===== config.mk =====
export PLATFORM = sky130hd
export DESIGN_NAME = game_match_ctrl
export DESIGN_NICKNAME = d
export VERILOG_FILES = /design/src/rtl/game_match_ctrl.sv
export SDC_FILE = /design/constraint.sdc
export NUM_CORES = 1
export LEC_CHECK = 0
export ABC_CLOCK_PERIOD_IN_PS = 1400
export BUFFER_PORTS_ARGS = -buffer_cell sky130_fd_sc_hd__buf_2
export CORE_MARGIN = 8
export CORE_UTILIZATION = 39
export DETAILED_ROUTE_END_ITERATION = 7
export RECOVER_POWER = 50
export SYNTH_ARGS = -nofsm -noshare
export SYNTH_HDL_FRONTEND = slang
export SYNTH_SLANG_ARGS = --single-unit
export TNS_END_PERCENT = 1

===== constraint.sdc =====
create_clock -name clk -period 1.4 [get_ports clk]
set_input_delay 0.14 -clock clk [delete_from_list [all_inputs] [get_ports clk]]
set_output_delay 0.14 -clock clk [all_outputs]
set_load 0.05 [all_outputs]

===== src/rtl/game_match_ctrl.sv =====
// rtl/game_match_ctrl.sv - N-player match controller: splash, timed serve, play, pause, game over
// Optional win-by-two rule is enabled by defining MATCH_WIN_BY_TWO_EN.
module game_match_ctrl #(
    parameter int N_PLAYERS = 2,
    parameter int SCORE_W   = 3,
    parameter int WIN_SCORE = 5,
    parameter int SERVE_CYC = 50_000_000,
    parameter int CNT_W     = 26
) (
    input  logic                           clk,
    input  logic                           clr_n,
    input  logic                           start,
    input  logic                           pause,
    input  logic                           point,
    input  logic [1:0]                     point_idx,
    output logic [2:0]                     state,
    output logic [N_PLAYERS*SCORE_W-1:0]   scores,
    output logic [1:0]                     serve_idx,
    output logic                           launch,
    output logic [1:0]                     winner,
    output logic                           winner_valid
);

    typedef enum logic [2:0] {
        S_SPLASH = 3'd0,
        S_SERVE  = 3'd1,
        S_PLAY   = 3'd2,
        S_PAUSED = 3'd3,
        S_OVER   = 3'd4
    } state_t;

    localparam logic [SCORE_W-1:0] SCORE_MAX  = '1;
    localparam logic [CNT_W-1:0]   SERVE_LOAD = CNT_W'(SERVE_CYC - 1);

    // Assert asynchronously, release only after two clean clock edges.
    logic rst_meta, rst_n;
    always_ff @(posedge clk or negedge clr_n) begin
        if (!clr_n) begin
            rst_meta <= 1'b0;
            rst_n    <= 1'b0;
        end else begin
            rst_meta <= 1'b1;
            rst_n    <= rst_meta;
        end
    end

    state_t                         st_q, st_d;
    logic [N_PLAYERS*SCORE_W-1:0]   scores_q, scores_d;
    logic [1:0]                     serve_q, serve_d;
    logic [CNT_W-1:0]               timer_q, timer_d;
    logic                           launch_q, launch_d;
    logic [1:0]                     winner_q, winner_d;
    logic                           wv_q, wv_d;

    always_ff @(posedge clk or negedge rst_n) begin
        if (!rst_n) begin
            st_q     <= S_SPLASH;
            scores_q <= '0;
            serve_q  <= 2'd0;
            timer_q  <= '0;
            launch_q <= 1'b0;
            winner_q <= 2'd0;
            wv_q     <= 1'b0;
        end else begin
            st_q     <= st_d;
            scores_q <= scores_d;
            serve_q  <= serve_d;
            timer_q  <= timer_d;
            launch_q <= launch_d;
            winner_q <= winner_d;
            wv_q     <= wv_d;
        end
    end

    logic               valid_pt;
    logic [SCORE_W-1:0] cur_score, new_score;
    logic               win;
`ifdef MATCH_WIN_BY_TWO_EN
    logic               lead_ok;
`endif

    always_comb begin
        valid_pt  = point && (int'(point_idx) < N_PLAYERS);
        cur_score = '0;
        for (int i = 0; i < N_PLAYERS; i++) begin
            if (point_idx == 2'(i)) cur_score = scores_q[i*SCORE_W +: SCORE_W];
        end
        new_score = (cur_score == SCORE_MAX) ? cur_score : cur_score + 1'b1;
`ifdef MATCH_WIN_BY_TWO_EN
        // Must lead every opponent by two, unless the counter has topped out.
        lead_ok = 1'b1;
        for (int i = 0; i < N_PLAYERS; i++) begin
            if (point_idx != 2'(i) &&
                int'(new_score) < int'(scores_q[i*SCORE_W +: SCORE_W]) + 2)
                lead_ok = 1'b0;
        end
        win = (int'(new_score) >= WIN_SCORE && lead_ok) || (new_score == SCORE_MAX);
`else
        win = int'(new_score) >= WIN_SCORE;
`endif
    end

    always_comb begin
        st_d     = st_q;
        scores_d = scores_q;
        serve_d  = serve_q;
        timer_d  = timer_q;
        launch_d = 1'b0;
        winner_d = winner_q;
        wv_d     = wv_q;
        case (st_q)
            S_SPLASH: begin
                if (start) begin
                    st_d     = S_SERVE;
                    scores_d = '0;
                    serve_d  = 2'd0;
                    timer_d  = SERVE_LOAD;
                end
            end
            S_SERVE: begin
                if (timer_q == '0) begin
                    st_d     = S_PLAY;
                    launch_d = 1'b1;
                end else begin
                    timer_d = timer_q - 1'b1;
                end
            end
            S_PLAY: begin
                // A valid point takes priority over a simultaneous pause.
                if (valid_pt) begin
                    for (int i = 0; i < N_PLAYERS; i++) begin
                        if (point_idx == 2'(i)) scores_d[i*SCORE_W +: SCORE_W] = new_score;
                    end
                    if (win) begin
                        st_d     = S_OVER;
                        winner_d = point_idx;
                        wv_d     = 1'b1;
                    end else begin
                        st_d    = S_SERVE;
                        serve_d = (int'(serve_q) == N_PLAYERS - 1) ? 2'd0 : serve_q + 2'd1;
                        timer_d = SERVE_LOAD;
                    end
                end else if (pause) begin
                    st_d = S_PAUSED;
                end
            end
            S_PAUSED: begin
                if (!pause) st_d = S_PLAY;
            end
            S_OVER: begin
                if (start) begin
                    st_d     = S_SERVE;
                    scores_d = '0;
                    serve_d  = 2'd0;
                    wv_d     = 1'b0;
                    timer_d  = SERVE_LOAD;
                end
            end
            default: st_d = S_SPLASH;
        endcase
    end

    assign state        = st_q;
    assign scores       = scores_q;
    assign serve_idx    = serve_q;
    assign launch       = launch_q;
    assign winner       = winner_q;
    assign winner_valid = wv_q;

endmodule


==> impl_metrics.toml <==
[worst_setup_path]
cp-end-kind = "flop"
criticalPathCategory = "flop to flop"
cp_top_family = "simple AND/OR/NAND/NOR gates"
critPathRequiredTime_ns = 1.65
cpMaxStageDelayCell = "or4_4"
path_cells = "or4_4 > buf_6 > or4_4 > or3_1 > or4_1 > nand2_1"
cp_num_buf_inv = 1
cp_max_fo = 3
max_stage_delay_ns = 0.56
start_kind = "flop"
cpMostUsedCell = "or4_4"
critPathArrivalTime_ns = 2.73

[sta]
setup_viol = 39
rsz0062_at_grt = "yes"
max-slew-margin-rel = 0.419
worst_slack_ns = -1.09
tightest_slew_ns = 0.868
period_share = 1.78
hold-worst-slack_ns = 0.143
slew_violations = 0
fmax_ghz = 0.402
fin_skew_ns = 0.00788
hold_viol_final = 0
period_minus_slack_ns = 2.49

[logic_synthesis]
synth_nets = 267
synthTopCellsByCount = "43 x dfrtp_1, 23 x nor2_1, 18 x o21ai_0"
synth_area_um2 = 2410
yosysWarnings = 0
yosys.cell_count.top_type = "dfrtp_1"
synth_edf_count = 0
synthCells = 258
synth_area_leaders = "dfrtp_1 45%, or4_1 4.7%, o21ai_0 3.7%, mux2_2 3.7%, nor2_1 3.6%"
synth_seq_cells = 43
syn_area_per_cell_um2 = 9.33
async_flop_share = 1.00
yosysUniqueCellTypes = 52
synth_ff_type = "dfrtp_1"
synth.top_cell.area_share = 0.447
yosysTopAreaCell = "dfrtp_1"
yosysSeqAreaShare = 0.447

[detailed_routing]
wire_per_inst_um = 16.2
vias = 2387
drcViolationCount = 0
vias_per_cell = 5.49
antenna_left = 0
wirelength_um = 7030
drt_iter0_markers = 82
drt-pass1-iter-count = 4

[global_route]
grt-ovfl-total = 0
grt_pass1_wl_um = 11900
grt_util_all_layers = 0.164
first_global_vias = 2536
antenna_found_initial = 0
grt_max_degree = 32

[cells_and_area]
fillers = 518
area_growth_syn_to_layout_pct = 46.0
utilization = 0.590
stdcell_area_um2 = 3520
antenna_cells = 0
layout.nets = 368
layout-drive-gt1-share = 0.444

[die]
chipHeight_um = 94.6
pin_count = 22
coreArea_um2 = 5960
start_util = 0.404
die_x_um = 94.6
die-area_um2 = 8940
rows = 28

[placed_design]
io_buffers = 21
post_dp_cell_area_um2 = 3190
hpwl_um = 5120
place_congestion = 0.868

[worst_hold_path]
min_path_type = "input port to async pin"

[clock_tree]
cts_made_buffers = 5
cts_sinks = 43
clockRootBuffer = "clkbuf_8"
htree_levels = 2
insertion_delay_ns = 0.30
clk_pin_slew_ns = 0.09
cts_max_path_buffers = 2
cts_tree = "done"

[pwr]
power.total_w = 0.00470
leakagePower_nw = 1.52
vdd_drop_max_uv = 1330
powerDensity_nw_per_um2 = 1340

[run]
drv_cap = 0

[status]
status = "finished, violations left"
violations = "negative setup slack"
-- final timing paths --
| path | from | end | slack [ns] | cells past startpoint |
|---|---|---|---|---|
| max | timer_q[6]$_DFFE_PN0P_ | timer_q[18]$_DFFE_PN0P_ | -1.09 | 6 |
| min | clr_n | rst_n$_DFF_PN0_ | 0.14 | 2 |
| max reg2reg | timer_q[6]$_DFFE_PN0P_ | timer_q[18]$_DFFE_PN0P_ | -1.09 | 6 |
| min reg2reg | rst_n$_DFF_PN0_ | scores[5]$_DFFE_PN0P_ | 0.19 | 0 |
| max in group asynchronous | rst_n$_DFF_PN0_ | timer_q[15]$_DFFE_PN0P_ | 0.34 | 1 |
| min in group clk | start | state[2]$_DFFE_PN0P_ | 0.16 | 3 |
-- per-layer routing --
layer	GRT usage	routed length [µm]	vias up
li1	-	-	1172
met1	0.205	3290	1172
met2	0.273	3420	33
met3	0.0357	256	10
met4	0.0572	70	0
met5	0	0	-
-- final cells by class --
class / count / area [µm²] / share of cell area
well taps: 75 / 93.8 / 0.0267
clock inverters: 3 / 26.3 / 0.00747
multi-input cells: 191 / 1420 / 0.403
clock buffers: 5 / 68.8 / 0.0196
flip-flops and latches: 43 / 1080 / 0.306
repair buffers: 109 / 798 / 0.227
inverters: 9 / 35.0 / 0.00996
-- cells by family after synthesis --
group | Yosys count | share of synthesized area
DFF | 43 | 0.447
buffers and inverters | 24 | 0.0395
muxes | 16 | 0.0707
AOI/OAI and AO/OA | 63 | 0.163
xor gates and xnor gates | 1 | 0.00364
and+or+nand+nor | 108 | 0.265
adders and majority gates | 2 | 0.0104
other | 1 | 0.00156
-- through the flow --
stage	setup WS, ns	cells	TNS (ns)
global placement	-1.10	422	-26.77
finish	-1.09	435	-24.38
CTS	-1.05	435	-23.39
global route	-1.13	435	-27.97
floorplan	-1.20	258	-32.84
detailed placement	-1.13	422	-27.29
-- where the power goes --
part | total (W) | internal (W) | switching (W)
clock network | 0.000850 | 0.000367 | 0.000483
logic | 0.00232 | 0.000943 | 0.00137
registers | 0.00154 | 0.00141 | 0.000129
total | 0.00470 | 0.00272 | 0.00198
-- cells in the final DEF, fill, tap and decap left out, types with 4 or more instances in the layout --
cell / Yosys / final
buf_4: 0 / 81
o21ai_0: 18 / 12
and4_1: 4 / 4
nand3_1: 9 / 7
a21oi_1: 14 / 10
mux2_2: 8 / 5
buf_2: 4 / 20
nor2_1: 23 / 20
o21ai_1: 2 / 7
o31ai_1: 5 / 5
dfrtp_1: 43 / 43
a21oi_2: 0 / 4
clkbuf_8: 0 / 5
nor3_1: 5 / 5
or4_1: 15 / 7
inv_1: 8 / 8
or3_1: 11 / 11
a31oi_1: 5 / 4
mux2i_1: 8 / 8
or4_4: 0 / 8
nand2_1: 10 / 9
-- state kept, by name (all words and copies together), names as in the netlist --
name,flops
timer_q,26
rst_meta,1
state,3
launch,1
rst_n,1
winner,2
winner_valid,1
serve_idx,2
scores,6
-- worst register-to-register path: cells and delay by family (launching register included) --
kind	cells	cell delay, ns
flops	1	0.41
buf+inv	1	0.14
simple gates	5	1.90
-- repair_timing --
action,in CTS,in global routing
hold buffers,1,0
buffers inserted,4,0
endpoints found under the hold margin,2,0
gates resized for setup,42,9
endpoints found under the setup margin,41,41
pin swaps,12,0
Note: power is estimated with default switching activity, not from simulation.
